`src/rtl/fb_slot_scheduler.sv`:
```
// Slot controller for the DDR4 frame buffer: hands out free 4 KiB slots, queues written
// slots (with priority nack re-reads) for readout and returns acked slots to the free pool.
module fb_slot_scheduler #(
    parameter int NSLOT     = 256,
    parameter int SLOT_BITS = 12
) (
    input  logic        aclk,
    input  logic        reset_i,
    output logic [7:0]  m_slot_tdata,
    output logic        m_slot_tvalid,
    input  logic        m_slot_tready,
    input  logic [7:0]  s_done_tdata,
    input  logic        s_done_tvalid,
    output logic        s_done_tready,
    input  logic [31:0] s_nack_tdata,
    input  logic        s_nack_tvalid,
    output logic        s_nack_tready,
    output logic [31:0] m_event_tdata,
    output logic        m_event_tvalid,
    input  logic        m_event_tready,
    input  logic [15:0] s_ack_tdata,
    input  logic        s_ack_tvalid,
    output logic        s_ack_tready,
    output logic        allow_o,
    output logic [8:0]  allow_count_o,
    output logic        err_o
);

    localparam int IDX_W = (NSLOT > 1) ? $clog2(NSLOT) : 1;

    // All streams use valid/ready: a transfer happens on a rising aclk edge where both are high,
    // and a source holds tvalid and tdata stable until that edge.

    typedef enum logic {ST_INIT, ST_RUN} state_t;
    state_t state_q, state_d;

    logic [7:0]       fifo_mem [256];
    logic [7:0]       rd_ptr, wr_ptr;
    logic [8:0]       count;
    logic [NSLOT-1:0] busy;

    logic       run, init_wr, pop, ack_fire, ack_ok, push;
    logic [7:0] ack_slot, push_data;
    logic       ev_free, nack_fire, done_fire;
    logic [7:0] ev_slot;

    assign run      = (state_q == ST_RUN);
    assign init_wr  = (state_q == ST_INIT) && (count != 9'(NSLOT));
    assign pop      = m_slot_tvalid && m_slot_tready;
    assign ack_fire = s_ack_tvalid && s_ack_tready;
    assign ack_slot = s_ack_tdata[7:0];
    // Only a slot currently handed out may return; this keeps the free FIFO from overflowing.
    assign ack_ok   = ack_fire && (s_ack_tdata[11:8] == 4'h0)
                      && ({1'b0, ack_slot} < 9'(NSLOT)) && busy[ack_slot[IDX_W-1:0]];
    assign push      = init_wr || ack_ok;
    assign push_data = init_wr ? wr_ptr : ack_slot;

    assign m_slot_tvalid = run && (count != 9'd0);
    assign m_slot_tdata  = fifo_mem[rd_ptr];
    assign s_ack_tready  = run;
    assign allow_count_o = count;

    assign ev_free       = !m_event_tvalid || m_event_tready;
    assign s_nack_tready = run && ev_free;
    assign s_done_tready = run && ev_free && !s_nack_tvalid;
    assign nack_fire     = s_nack_tvalid && s_nack_tready;
    assign done_fire     = s_done_tvalid && s_done_tready;
    assign ev_slot       = nack_fire ? s_nack_tdata[7:0] : s_done_tdata[7:0];

    always_comb begin
        state_d = state_q;
        case (state_q)
            ST_INIT: if (count == 9'(NSLOT)) state_d = ST_RUN;
            ST_RUN:  state_d = ST_RUN;
            default: state_d = ST_INIT;
        endcase
    end

    always_ff @(posedge aclk or posedge reset_i) begin
        if (reset_i) state_q <= ST_INIT;
        else         state_q <= state_d;
    end

    // Slot storage carries no reset: INIT rewrites every entry before it can be read.
    always_ff @(posedge aclk) begin
        if (push) fifo_mem[wr_ptr] <= push_data;
    end

    always_ff @(posedge aclk or posedge reset_i) begin
        if (reset_i) begin
            rd_ptr  <= '0;
            wr_ptr  <= '0;
            count   <= '0;
            busy    <= '0;
            allow_o <= 1'b0;
            err_o   <= 1'b0;
        end else begin
            if (push) wr_ptr <= wr_ptr + 8'd1;
            if (pop)  rd_ptr <= rd_ptr + 8'd1;
            case ({push, pop})
                2'b10:   count <= count + 9'd1;
                2'b01:   count <= count - 9'd1;
                default: count <= count;
            endcase
            if (ack_ok) busy[ack_slot[IDX_W-1:0]] <= 1'b0;
            if (pop)    busy[m_slot_tdata[IDX_W-1:0]] <= 1'b1;
            allow_o <= ack_fire && s_ack_tdata[15];
            if (ack_fire && !ack_ok) err_o <= 1'b1;
        end
    end

    always_ff @(posedge aclk or posedge reset_i) begin
        if (reset_i) begin
            m_event_tvalid <= 1'b0;
            m_event_tdata  <= '0;
        end else if (ev_free) begin
            m_event_tvalid <= nack_fire || done_fire;
            if (nack_fire || done_fire) m_event_tdata <= 32'(ev_slot) << SLOT_BITS;
        end
    end

endmodule

```
`config.mk`:
```
export PLATFORM = sky130hd
export DESIGN_NAME = fb_slot_scheduler
export DESIGN_NICKNAME = d
export VERILOG_FILES = /design/src/rtl/fb_slot_scheduler.sv
export SDC_FILE = /design/constraint.sdc
export NUM_CORES = 2
export LEC_CHECK = 0
export CAP_MARGIN = 20
export CORE_MARGIN = 1.5
export CORE_UTILIZATION = 42
export CTS_CLUSTER_DIAMETER = 40
export DETAILED_ROUTE_END_ITERATION = 8
export GPL_ROUTABILITY_DRIVEN = 0
export PLACE_DENSITY = 0.66
export SYNTH_ARGS = -nofsm -noshare
export SYNTH_HDL_FRONTEND = slang
export SYNTH_SLANG_ARGS = --single-unit
```
`constraint.sdc`:
```
create_clock -name aclk -period 39.7 [get_ports aclk]
set_clock_uncertainty 0.15 [all_clocks]
set_input_delay 7.94 -clock aclk [delete_from_list [all_inputs] [get_ports aclk]]
set_output_delay 7.94 -clock aclk [all_outputs]
set_load 0.01 [all_outputs]
```
==> results.md <==
- DRT Pass-1 Iters: 6
- Worst hold slack: around 0.33 ns
- Initial antenna violation count: 7
- Die X: 479.8 um
- Detailed Place HPWL: approximately 160000 um
- Min-Delay Path Class: reg -> reg
- Initial DRC count: just under 7000
- Pin count of the biggest net entering global routing: between 150 and 200
- Num CTS Buffers: roughly 300
- Nets: ~5400
- Mean post-synth cell area: roughly 19 sq um
- Clock Latency Late Sink: slightly above 0.9 ns
- Worst EP arrival: 9.51 ns
- Total GRT Usage: 0.2291
- Slew Viols, Final: 0
- F_max: between 50 and 60 MHz
- Period minus WS final: about 18 ns
- Cell area after layout: approximately 110000 sq um
- Post-route DRC: 0
- Part of the power in the clock network: 0.498
- Worst Setup Start Kind: input pin
- CTS root buf: clkbuf_16
- Distinct cells, synth: 85
- Clock Tree Buf Depth: 4
- Leak: between 30 and 40 nW
- Post-Syn Area: 95500 sq um
- R2R depth: 14
- Synth top area cells: edfxtp_1, mux4_2, dfrtp_1
- Sequential cell area fraction in the yosys report: 0.7208
- CTS tree: done
- Net switching power figure: 1.063 mW
- Comb pwr share: 0.005
- Post-Synthesis Cells: ~5100
- Hold path cells: 1
- Initial Utilization: 0.4238
- DIE AREA: approximately 230000 sq um
- Final Hold Fails: 0
- RSZ-0062 raised after global routing: no
- Switching share of total power: 0.1998
- Wire per inst: about 31 um
- Crit share post-route: 0.4432
- Max Cap Viol: 0
- Final WL: between 200000 and 300000 um
- Top cell type's share of synthesized area: 0.6440
- Yosys reg bits: about 2300
- Synth area leader: edfxtp_1
- Ys async rst share: 0.1252
- Least-Margin Pin Slew: between 1 and 1.5 ns
- H-tree levels: 5
- Number of global-route vias before repair: 52350
- Worst path required time: about 32 ns
- Pint: ~4.3 mW
- Clock sink count: roughly 2300
- Placed instance area: between 100000 and 150000 sq um
- Core region area: 225300 sq um
- Share of cells above drive strength 1: 0.2635
- Reg-to-reg slack, setup: about 31 ns
- Clk pin slew, worst setup/hold paths: roughly 0.05 ns
- Dpl cells: 8048
- Port Buffers: 67
- Peak VDD IR: just under 0.00004 V
- IO Pins: between 100 and 150
- Sequential power share: 0.496
- EDFF count, synth: 2048
- Yosys warns: 0
- Area delta synth->final: 15.40%
- WS Path Type: in -> out
- Global-route wire length before repair: 381700 um
- Ys flop type: edfxtp_1
- Gr ovfl total: 0
- Die H: approximately 480 um
- Final ANT Viol Nets: 0
- Crit path max fanout: 11
- Finish-stage setup viols: 0
- Setup Buffers After CTS: 0
- Max-slew headroom: 0.1646
- CTS Hold Buffers Added: 0
- Post-CTS sizing: 0
- Setup TNS: 0 ns
- Status: finished clean
- Cell row count: around 170
- Count leader, synth: edfxtp_1
- Vias per cell: 6.211
- Synth top cells by count: edfxtp_1, mux4_2, dfrtp_1
- Pwr dens: 48.28 nW/um^2
- Worst setup EP type: output port
- Detailed-route via count: approximately 53000
- Layout Cells excl Fill: approximately 8600
==> layout by cell type (no fill, tap or decap), types with 28 or more instances in the layout <==
cell type,netlist,routed
mux2i_1,152,152
nand2_1,215,214
nand3_1,47,45
a22oi_1,85,85
clkinv_2,0,28
edfxtp_1,2048,2048
clkinv_1,3,38
clkbuf_16,0,304
o31ai_1,87,87
o21ai_0,270,269
mux4_2,574,574
nor2b_1,35,31
clkdlybuf4s50_1,0,63
bufinv_16,0,29
nor3_1,187,172
o2bb2ai_1,73,73
clkbuf_1,150,36
a21oi_1,65,64
nor4b_2,0,32
buf_4,62,275
dfrtp_1,293,287
nor2_1,130,128
==> power groups by stage <==
stage / Sequential (mW) / Combinational [mW] / Clock (mW)
after global routing: 2.64 / 0.0308 / 2.77
after global placement: 2.69 / 0.0280 / 0
after detailed placement: 2.69 / 0.0284 / 0
after floorplan: 2.69 / 0.0191 / 0
final: 2.64 / 0.0284 / 2.65
after CTS: 2.64 / 0.0286 / 2.68
==> cell families (layout without fill, tap and decap cells) <==
kind of cell | after synthesis | after routing | synth area share
AND/OR/NAND/NOR | 750 | 750 | 0.03874
XOR/XNOR | 29 | 29 | 0.002660
other | 1 | 27 | 0.00003927
adder cells (fa/ha/maj) | 8 | 8 | 0.001048
flip-flops | 2341 | 2341 | 0.7208
buffers and inverters | 402 | 897 | 0.02550
AO/OA/AOI/OAI | 791 | 791 | 0.05699
multiplexers | 751 | 751 | 0.1543
==> area by class of cell <==
| cell class | instances | area [sq um] |
|---|---|---|
| multi-input combinational | 2353 | 24810 |
| clock inverter | 173 | 1858 |
| timing repair buffer | 358 | 3043 |
| inverter | 21 | 90.09 |
| clock buffer | 345 | 7811 |
| tap | 2992 | 3744 |
| fill | 18180 | 115100 |
| sequential | 2341 | 68850 |
| antenna | 3 | 7.507 |
==> per-stage QoR <==
| step | total power [mW] | setup WS, ns | utilization |
|---|---|---|---|
| after floorplan | 2.711 | 19.42 | - |
| after global placement | 2.720 | 22.13 | 0.4447 |
| after detailed placement | 2.720 | 22.13 | 0.4452 |
| after CTS | 5.345 | 22.12 | 0.4881 |
| after global routing | 5.442 | 22.03 | 0.4891 |
| final | 5.321 | 22.10 | 0.4891 |
==> flip-flops by register name, indices dropped and copies added (netlist names) <==
register / count
m_event_tvalid: 1
s_ack_tready: 1
fifo_mem: 2048
m_event_tdata: 8
allow_o: 1
wr_ptr: 8
allow_count_o: 9
busy: 256
err_o: 1
rd_ptr: 8
==> worst max-delay path, stage by stage <==
cell and delay [ns]:
clkdlybuf4s50_1 0.45, nand2b_1 0.13, and2_1 0.37, clkdlybuf4s50_1 0.61
==> layer usage <==
| metal | part of all wire | GRT usage | up-vias | wire (um) |
|---|---|---|---|---|
| met2 | 0.46 | 0.3463 | 3173 | 121400 |
| met4 | 0.042 | 0.08711 | 4 | 11080 |
| met3 | 0.11 | 0.06301 | 601 | 29990 |
| met1 | 0.39 | 0.3174 | 28030 | 103600 |
| li1 | - | - | 21520 | - |
| met5 | 0.000090 | 0 | - | 24 |
==> path summary, 6_finish.rpt <==
kind	start	end
setup reg to reg	rd_ptr[1]	busy[156]
hold reg to reg	busy[187]	busy[187]
min in group asynchronous	reset_i	m_event_tdata[13]
max in group asynchronous	reset_i	rd_ptr[0]
hold / removal	busy[187]	busy[187]
setup / recovery	m_event_tready	s_nack_tready
Power figures use the tool's default switching activity.
